**src/rtl/wb_select_pipe.sv**
```systemverilog
`default_nettype none
// ============================================================================
// Module   : wb_select_pipe
// Brief    : Registered write-back source select with load-data wait/timeout.
// Revision : 1.0 - initial release
// ============================================================================
module wb_select_pipe #(
    parameter int DATA_W     = 32,
    parameter int NUM_SRC    = 4,
    parameter int SEL_W      = 2,
    parameter int REG_ADDR_W = 5,
    parameter int TIMEOUT    = 15
) (
    input  logic                      clk,
    input  logic                      rst_n,
    input  logic                      in_valid,
    output logic                      in_ready,
    input  logic [SEL_W-1:0]          in_sel,
    input  logic [NUM_SRC*DATA_W-1:0] in_src,
    input  logic [REG_ADDR_W-1:0]     in_rd,
    input  logic                      in_wen,
    input  logic                      in_is_load,
    input  logic                      mem_rvalid,
    input  logic [DATA_W-1:0]         mem_rdata,
    output logic                      wb_valid,
    output logic                      wb_en,
    output logic [REG_ADDR_W-1:0]     wb_addr,
    output logic [DATA_W-1:0]         wb_data,
    output logic                      sel_err,
    output logic                      timeout
);

    localparam int CNT_W = $clog2(TIMEOUT + 1);

    localparam logic [0:0] S_IDLE = 1'b0;
    localparam logic [0:0] S_WAIT = 1'b1;

    logic [0:0]            r_state;
    logic [CNT_W-1:0]      r_cnt;
    logic [REG_ADDR_W-1:0] r_rd;
    logic                  r_wen;
    logic                  r_wb_valid;
    logic                  r_wb_en;
    logic [REG_ADDR_W-1:0] r_wb_addr;
    logic [DATA_W-1:0]     r_wb_data;
    logic                  r_sel_err;
    logic                  r_timeout;

    logic [DATA_W-1:0]     w_sel_data;
    logic                  w_sel_ok;
    logic [CNT_W-1:0]      w_cnt_inc;
    logic                  w_expire;

    // Out-of-range selects (NUM_SRC not a power of two) leave w_sel_ok low.
    always_comb begin
        w_sel_data = '0;
        w_sel_ok   = 1'b0;
        for (int k = 0; k < NUM_SRC; k++) begin
            if (in_sel == SEL_W'(k)) begin
                w_sel_data = in_src[k*DATA_W +: DATA_W];
                w_sel_ok   = 1'b1;
            end
        end
    end

    // Expiry is judged on the count this cycle would reach, so a wait lasts
    // exactly TIMEOUT cycles; a same-cycle mem_rvalid takes priority.
    assign w_cnt_inc = r_cnt + 1'b1;
    assign w_expire  = !mem_rvalid && (w_cnt_inc == CNT_W'(TIMEOUT));

    always_ff @(posedge clk or negedge rst_n) begin
        if (!rst_n) begin
            r_state    <= S_IDLE;
            r_cnt      <= '0;
            r_rd       <= '0;
            r_wen      <= 1'b0;
            r_wb_valid <= 1'b0;
            r_wb_en    <= 1'b0;
            r_wb_addr  <= '0;
            r_wb_data  <= '0;
            r_sel_err  <= 1'b0;
            r_timeout  <= 1'b0;
        end else begin
            r_wb_valid <= 1'b0;
            r_wb_en    <= 1'b0;
            r_sel_err  <= 1'b0;
            r_timeout  <= 1'b0;
            case (r_state)
                S_IDLE: begin
                    if (in_valid) begin
                        if (in_is_load) begin
                            r_state <= S_WAIT;
                            r_cnt   <= '0;
                            r_rd    <= in_rd;
                            r_wen   <= in_wen;
                        end else begin
                            r_wb_valid <= 1'b1;
                            r_wb_addr  <= in_rd;
                            if (w_sel_ok) begin
                                r_wb_data <= w_sel_data;
                                r_wb_en   <= in_wen && (in_rd != '0);
                            end else begin
                                r_wb_data <= '0;
                                r_sel_err <= 1'b1;
                            end
                        end
                    end
                end
                S_WAIT: begin
                    if (mem_rvalid) begin
                        r_state    <= S_IDLE;
                        r_wb_valid <= 1'b1;
                        r_wb_addr  <= r_rd;
                        r_wb_data  <= mem_rdata;
                        r_wb_en    <= r_wen && (r_rd != '0);
                    end else if (w_expire) begin
                        // Timed-out load reports its destination but never writes.
                        r_state    <= S_IDLE;
                        r_wb_valid <= 1'b1;
                        r_wb_addr  <= r_rd;
                        r_wb_data  <= '0;
                        r_timeout  <= 1'b1;
                    end else begin
                        r_cnt <= w_cnt_inc;
                    end
                end
                default: r_state <= S_IDLE;
            endcase
        end
    end

    assign in_ready = (r_state == S_IDLE);
    assign wb_valid = r_wb_valid;
    assign wb_en    = r_wb_en;
    assign wb_addr  = r_wb_addr;
    assign wb_data  = r_wb_data;
    assign sel_err  = r_sel_err;
    assign timeout  = r_timeout;

endmodule
`default_nettype wire

```
**config.mk**
```make
export PLATFORM = sky130hd
export DESIGN_NAME = wb_select_pipe
export DESIGN_NICKNAME = d
export VERILOG_FILES = /design/src/rtl/wb_select_pipe.sv
export SDC_FILE = /design/constraint.sdc
export NUM_CORES = 1
export LEC_CHECK = 0
export CORE_AREA = 2 2 145 76
export CTS_BUF_LIST = sky130_fd_sc_hd__clkbuf_2 sky130_fd_sc_hd__clkbuf_4 sky130_fd_sc_hd__clkbuf_8
export DETAILED_ROUTE_END_ITERATION = 10
export DIE_AREA = 0 0 147 78
export PLACE_DENSITY = 0.75
export SETUP_SLACK_MARGIN = 0.2
export SLEW_MARGIN = 40
export SYNTH_ARGS = -nofsm -noshare
export SYNTH_HDL_FRONTEND = slang
export SYNTH_SLANG_ARGS = --single-unit
```
**constraint.sdc**
```tcl
create_clock -name clk -period 1.8 [get_ports clk]
set_clock_uncertainty 0.05 [all_clocks]
set_input_delay 0.45 -clock clk [delete_from_list [all_inputs] [get_ports clk]]
set_output_delay 0.45 -clock clk [all_outputs]
set_load 0.05 [all_outputs]
```
==> results.md, run 1 <==
* Distinct cells, synth at 35
* Sequential share of power at 30.8%
* FF+latch count, synth at 52
* Crit-path cells: buf_6 > a21bo_4 > a211oi_4 > nor4b_4 > buf_6 > buf_12 > a221o_1
* Crit path max-delay family: compound AO/OA/AOI/OAI gates
* Final min period at 1.95 ns
* Metal2 WL at 6.86 mm
* Vias per cell at 5.37
* Share of the synthesized area in the top cell type at 38.2%
* Startpoint types: flip-flop
* Clk Latency, worst-skew pair at 0.31 ns
* Die height at 78 um
* Top Metal Used: met4
* Combinational Power Share at 53.5%
* Clk pin slew, worst setup/hold paths at 0.10 ns
* Std-Cell Core Area at 10,100 um^2
* Setup WS pre-CTS at -0.328 ns
* Synthesized area per cell at 10.8 um^2
* WL/cell at 19.1 um
* Max VDD drop at 0.389 mV
* Sequential fraction of the synthesis area at 38.2%
* Multi-input logic area at 2000 um^2
* Number of global-route vias before repair at 3,761
* Reg area at 1300 um^2
* Synthesized Nets at 490
* Ports at 215
* GPL Wtd Cong at 0.886
* Max-Cap Viols at 0
* Worst path most repeated cell: buf_6
* Fill count at 837
* Die footprint at 11,500 um^2
* NetSw at 2350 uW
* Final setup vio count at 36
* Clock share of power at 15.7%
* RSZ-0062 raised after global routing: yes
* Status: finished, violations left
* Worst EP arrival at 2.09 ns
* Final-report max-slew violation count at 0
* Slowest CP cell: dfrtp_1
* Tcrit/Tclk final at 108%
* Leakage at 0.00254 uW
* Hold Vio Cnt, Final at 0
* Worst Hold Class: in -> async
* First-pass GRT wire length at 20.5 mm
* H-tree lvl count at 2
* FF-to-FF setup slack at -0.15 ns
* Initial Util at 33.8%
* Clock buffer depth at 2
* Post-Syn Instances at 315
* CP Class: reg -> reg
* Number of port buffers at 214
* Initial DRC Count at 234
* # rows at 26
* Grt ovf at 0
* CP endpoint kind: flip-flop
* Inserted Diodes at 0
* Layout area overhead at 82.8%
* Die width at 147 um
* Pin count of the biggest net entering global routing at 53
* Switching Share at 40.8%
* Post-route ant nets at 0
* Final wirelength at 13.2 mm
* NumNets Final at 726
* Final Worst Setup Slack at -0.150 ns
* Routed met3 length at 608 um
* Final HPWL from detailed placement at 9.83 mm
* Routed met1 length at 5.49 mm
* Power Density at 925 nW/um^2
* CP required at 1.94 ns
* CTS Buf Count at 5
* Warnings from Yosys at 0
* Clock sink total at 52
* Post-synth top area cell: dfrtp_1
* GRT Total Usage at 22.8%
* Failing checks: setup timing
* Peak Freq at 0.513 GHz
* Commonest non-fill, non-tap cells in the layout: clkdlybuf4s50_1 (168), nand2_1 (80), buf_4 (63)
* Worst path buffer plus inverter count at 3
* DRC errors left at 0
* Final setup TNS at -1.80 ns
* Share of layout cells above drive strength 1 at 27.2%
* Vias at 3,716
* Synth area leaders: dfrtp_1 (38%), mux4_2 (21%), a221o_1 (11%), nand2_1 (9.0%), a21oi_1 (6.0%)
* Antenna violations before repair at 0
* CTS tree: built
* Cell Int Power at 3410 uW
* Clk root buf: clkbuf_8
* Crit Path Max Fanout at 5
* Commonest non-fill, non-tap cell in the layout: clkdlybuf4s50_1
* Drt first pass iters at 4
* Delay of the slowest critical-path stage at 0.44 ns
* Mapped cell area at 3410 um^2
-- through the flow --
stage | std cells | utilization (%) | area (um^2) | total power (uW) | hold slack (ns)
after floorplan | 315 | - | 3470 | 3420 | 0.104
after global placement | 675 | 58.6 | 5910 | 4690 | 0.421
after detailed placement | 675 | 58.6 | 5910 | 4740 | 0.424
after CTS | 689 | 61.0 | 6150 | 5710 | 0.0839
after global routing | 692 | 61.7 | 6230 | 6050 | 0.0723
final | 692 | 61.7 | 6230 | 5760 | 0.0656
-- cell usage after synthesis, drive strengths merged --
cell     number
a21oi        41
inv           4
nand3b        1
dfrtp        52
nor2b         3
nor2          3
a31oi         2
or3           1
a221o        37
a21bo         1
mux4         32
mux2          6
nand4b        1
ha            2
a41o          1
nand2b        1
mux2i         1
nor4b         1
nor4          1
a211oi        1
o211ai        2
clkbuf       13
or4           2
and2          1
o41ai         1
a2111oi       1
nand2        82
o21ai         2
conb          1
o2bb2ai       1
buf          15
nand3         2
-- power by group through the flow --
stage	Clock, uW	Combinational [uW]	Sequential (uW)
5_1_grt	972	3260	1820
3_5_place_dp	0	2960	1780
6_report	902	3080	1780
4_1_cts	915	3030	1770
3_3_place_gp	0	2910	1780
2_1_floorplan	0	907	2520
-- area by class of cell --
class	count	share of cell area (%)
clock buffers	7	1.55
repair buffers	257	41.8
inverters	4	0.301
multi-input cells	231	32.1
clock inverters	1	0.482
well taps	140	2.81
flip-flops and latches	52	20.9
-- routing by layer --
metal	vias up	track usage (%)
li1	1686	-
met4	0	6.15
met2	133	39.3
met5	-	0
met3	22	3.94
met1	1875	30.0
-- state kept, by name (all words and copies together) (netlist names) --
signal,flops
wb_data,32
r_rd,5
wb_addr,5
r_cnt,4
r_state,1
r_wen,1
sel_err,1
timeout,1
wb_en,1
wb_valid,1
-- path summary, 6_finish.rpt --
kind | start | end | depth (start not counted)
worst max register to register | r_cnt[0] | wb_data[0] | 7
worst min-delay path | rst_n | timeout | 2
worst max-delay path | r_cnt[0] | wb_data[0] | 7
min in group clk | in_rd[1] | r_rd[1] | 2
max in group asynchronous | rst_n | r_cnt[1] | 2
worst min register to register | r_wen | r_wen | 1
-- worst register-to-register path, stage by stage (launching register included) --
cell	delay [ns]
dfrtp_1	0.44
buf_6	0.14
a21bo_4	0.21
a211oi_4	0.28
nor4b_4	0.11
buf_6	0.15
buf_12	0.13
a221o_1	0.33
-- cells by family (layout without fill, tap and decap cells) --
logic type | Yosys count | after routing | share of synthesized area, %
AOI/OAI and AO/OA | 90 | 90 | 19.9
adders and majority gates | 2 | 2 | 0.734
buffers and inverters | 32 | 269 | 5.03
DFF | 52 | 52 | 38.2
muxes | 39 | 39 | 23.4
other | 1 | 1 | 0.110
and+or+nand+nor | 99 | 99 | 12.6
-- timing repair --
action | 4_1_cts | 5_1_grt
setup endpoints to repair | 43 | 46
buffers inserted | 5 | 2
hold buffers | 0 | 0
cloned | 1 | 1
pin swaps | 7 | 7
gates resized for setup | 14 | 10
No activity file was read; power rests on OpenSTA's default activity.
==> inputs of run 2 (changes only) <==
--- a/config.mk
+++ b/config.mk
@@ -5,11 +5,11 @@
 export SDC_FILE = /design/constraint.sdc
 export NUM_CORES = 1
 export LEC_CHECK = 0
-export CORE_AREA = 2 2 145 76
+export CORE_AREA = 2 2 137 72
 export CTS_BUF_LIST = sky130_fd_sc_hd__clkbuf_2 sky130_fd_sc_hd__clkbuf_4 sky130_fd_sc_hd__clkbuf_8
 export DETAILED_ROUTE_END_ITERATION = 10
-export DIE_AREA = 0 0 147 78
-export PLACE_DENSITY = 0.75
+export DIE_AREA = 0 0 139 74
+export PLACE_DENSITY = 0.79
 export SETUP_SLACK_MARGIN = 0.2
 export SLEW_MARGIN = 40
 export SYNTH_ARGS = -nofsm -noshare
==> constraint.sdc (replaced) <==
create_clock -name clk -period 1.99 [get_ports clk]
set_clock_uncertainty 0.05 [all_clocks]
set_input_delay 0.4975 -clock clk [delete_from_list [all_inputs] [get_ports clk]]
set_output_delay 0.4975 -clock clk [all_outputs]
set_load 0.05 [all_outputs]
==> run 2 against run 1 <==
  * The flow now finishes without violations
  * Cell count decreased by 4.3%
  * Critical path depth decreased by 1
  * Sequential share of layout area increased by 1.1 points
  * Maximum frequency increased by 4.8%
  * Cell area decreased by 4.9%
  * Die area decreased by 10%
  * Register-to-register slack improved by 0.28 ns
  * Worst setup slack improved by 0.28 ns
  * Count of clock-buffer cells in the layout decreased by 1
  * Hold slack improved by 0.42 ns
  * Sequential power decreased by 9.6%
  * Combinational power decreased by 17%
  * Largest power group unchanged
  * Highest routed layer unchanged
==> results.md, run 2 (synthesis gave the netlist of run 1 again) <==
* Final-report max-slew violation count at 0 (unchanged)
* Die footprint at 10,300 um^2 (-10%)
* Grt ovf at 0 (unchanged)
* Final setup vio count at 0 (-100%)
* Clock buffer depth at 2 (unchanged)
* Pin count of the biggest net entering global routing at 30 (-43%)
* Non-Filler Instances at 662 (-4.3%)
* Initial Util at 37.3% (+3.5 points)
* Crit Path Max Fanout at 9 (+4)
* Die width at 139 um (-5.4%)
* Hold_sp: r_wen
* Share of layout cells above drive strength 1 at 24.2% (-3.0 points)
* Setup WS pre-CTS at -0.322 ns (+0.00591 ns)
* Max VDD drop at 0.557 mV (+43%)
* Commonest non-fill, non-tap cells in the layout: clkdlybuf4s50_1 (168), nand2_1 (82), buf_4 (63)
* Worst EP arrival at 2.01 ns (-0.08 ns)
* Startpoint types: flip-flop
* CP Class: reg -> reg
* CTS Buf Count at 5 (unchanged)
* DRC errors left at 0 (unchanged)
* Final min period at 1.86 ns (-0.0890 ns)
* Std-Cell Core Area at 9130 um^2 (-9.4%)
* Final wirelength at 13.5 mm (+1.9%)
* Vias per cell at 5.57 (+3.7%)
* Tcrit/Tclk final at 93.5% (-15 points)
* Ports at 215 (unchanged)
* Number of port buffers at 214 (unchanged)
* Clk root buf: clkbuf_8
* FF-to-FF setup slack at 0.13 ns (+0.28 ns)
* Die height at 74 um (-5.1%)
* Leakage at 0.00241 uW (-5.0%)
* Reg area at 1300 um^2 (unchanged)
* Initial DRC Count at 297 (+27%)
* Number of global-route vias before repair at 3,705 (-1.5%)
* Worst hold path endpoint: r_wen
* Max-Cap Viols at 0 (unchanged)
* CP endpoint kind: flip-flop
* Worst Hold Class: reg -> reg
* Post-route ant nets at 0 (unchanged)
* Reg2Reg Launch Point: r_cnt[0]
* RSZ-0062 raised after global routing: yes
* Hold depth at 1
* Vias at 3,685 (-0.83%)
* Power Density at 834 nW/um^2 (-9.9%)
* Clock sink total at 52 (unchanged)
* Final HPWL from detailed placement at 10.2 mm (+3.4%)
* Commonest non-fill, non-tap cell in the layout: clkdlybuf4s50_1
* Final Power at 4940 uW (-14%)
* Multi-input logic area at 1970 um^2 (-1.3%)
* Antenna violations before repair at 0 (unchanged)
* Peak Freq at 0.537 GHz (+4.8%)
* NumNets Final at 715 (-1.5%)
* # rows at 25 (-3.8%)
* First-pass GRT wire length at 20.1 mm (-2.4%)
* Max reg flops at 32 (unchanged)
* CTS tree: built
* Clk Latency, worst-skew pair at 0.31 ns (about the same)
* Final Worst Setup Slack at 0.129 ns (+0.279 ns)
* GPL Wtd Cong at 0.866 (-2.3%)
* Status: completed
* Drt first pass iters at 5 (+1)
* Reg2reg end: wb_data[25]
* Hold Vio Cnt, Final at 0 (unchanged)
* H-tree lvl count at 2 (unchanged)
* Layout area overhead at 73.9%
* Placed insts at 642 (-4.9%)
* Fill count at 750 (-10%)
* R2R depth at 6 (-1)
* GRT Total Usage at 25.7% (+2.9 points)
* CP required at 2.14 ns (+0.20 ns)
* Clk pin slew, worst setup/hold paths at 0.09 ns (about the same)
* WL/cell at 20.4 um (+6.6%)
* Inserted Diodes at 0 (unchanged)
run 2: cell count changes in the layout (fill, tap and decap cells not counted), moves of 2 or more:
cell     previous run  this run
o21ai_1             0         2
nand2_2             2         0
nor2b_4             0         2
buf_12             15         5
nand2_1            80        82
run 2: worst max-delay path, cell delays in order (launching register included):
cell and delay, ns:
dfrtp_1 0.41, buf_4 0.15, a21bo_2 0.21, a211oi_4 0.33, nor4b_4 0.10, buf_4 0.19
a221o_1 0.30
run 2: repair_timing:
item,in CTS,in global routing
pin swaps,1,1
cloned,2,0
hold buffers,1,0
endpoints found under the hold margin,6,0
setup buffers,6,3
resized for setup,14,2
setup endpoints to repair,39,40
run 2: worst max path at each step:
stage	from	end	slack (ns)	depth (start not counted)
3_5_place_dp	in_valid	wb_data[18]	-0.32	5
2_1_floorplan	in_sel[0]	wb_data[7]	0.20	6
3_3_place_gp	in_valid	wb_data[31]	-0.26	5
5_1_grt	in_valid	wb_data[1]	0.09	6
4_1_cts	r_cnt[0]	wb_data[25]	0.17	6
6_report	r_cnt[0]	wb_data[25]	0.13	6
run 2: area by class of cell:
cell class	count	share of cell area, %
flip-flops and latches	52	22.0
clock inverters	2	0.655
inverters	4	0.253
repair buffers	245	39.8
multi-input cells	232	33.3
clock buffers	6	1.39
well taps	121	2.56
run 2: where the power goes:
| group | total, uW | leakage, uW | internal (uW) | switching [uW] |
|---|---|---|---|---|
| clock | 774 | 0.0000614 | 412 | 363 |
| sequential | 1610 | 0.000567 | 1330 | 284 |
| combinational | 2550 | 0.00178 | 1120 | 1430 |
run 2: metrics by stage:
step / hold slack [ns] / instance area, um^2 / util (%) / TNS, ns
2_1_floorplan: 0.152 / 3450 / - / 0
3_5_place_dp: 0.330 / 5620 / 61.6 / -10.15
5_1_grt: 0.516 / 5920 / 64.9 / 0
4_1_cts: 0.480 / 5890 / 64.5 / 0
6_report: 0.481 / 5920 / 64.9 / 0
3_3_place_gp: 0.324 / 5620 / 61.6 / -8.71
run 2: per-layer routing:
metal / track usage, % / wire, um
met4: 6.17 / 180
met3: 5.99 / 1170
met2: 42.2 / 6330
met1: 35.4 / 5800
met5: 0 / 0
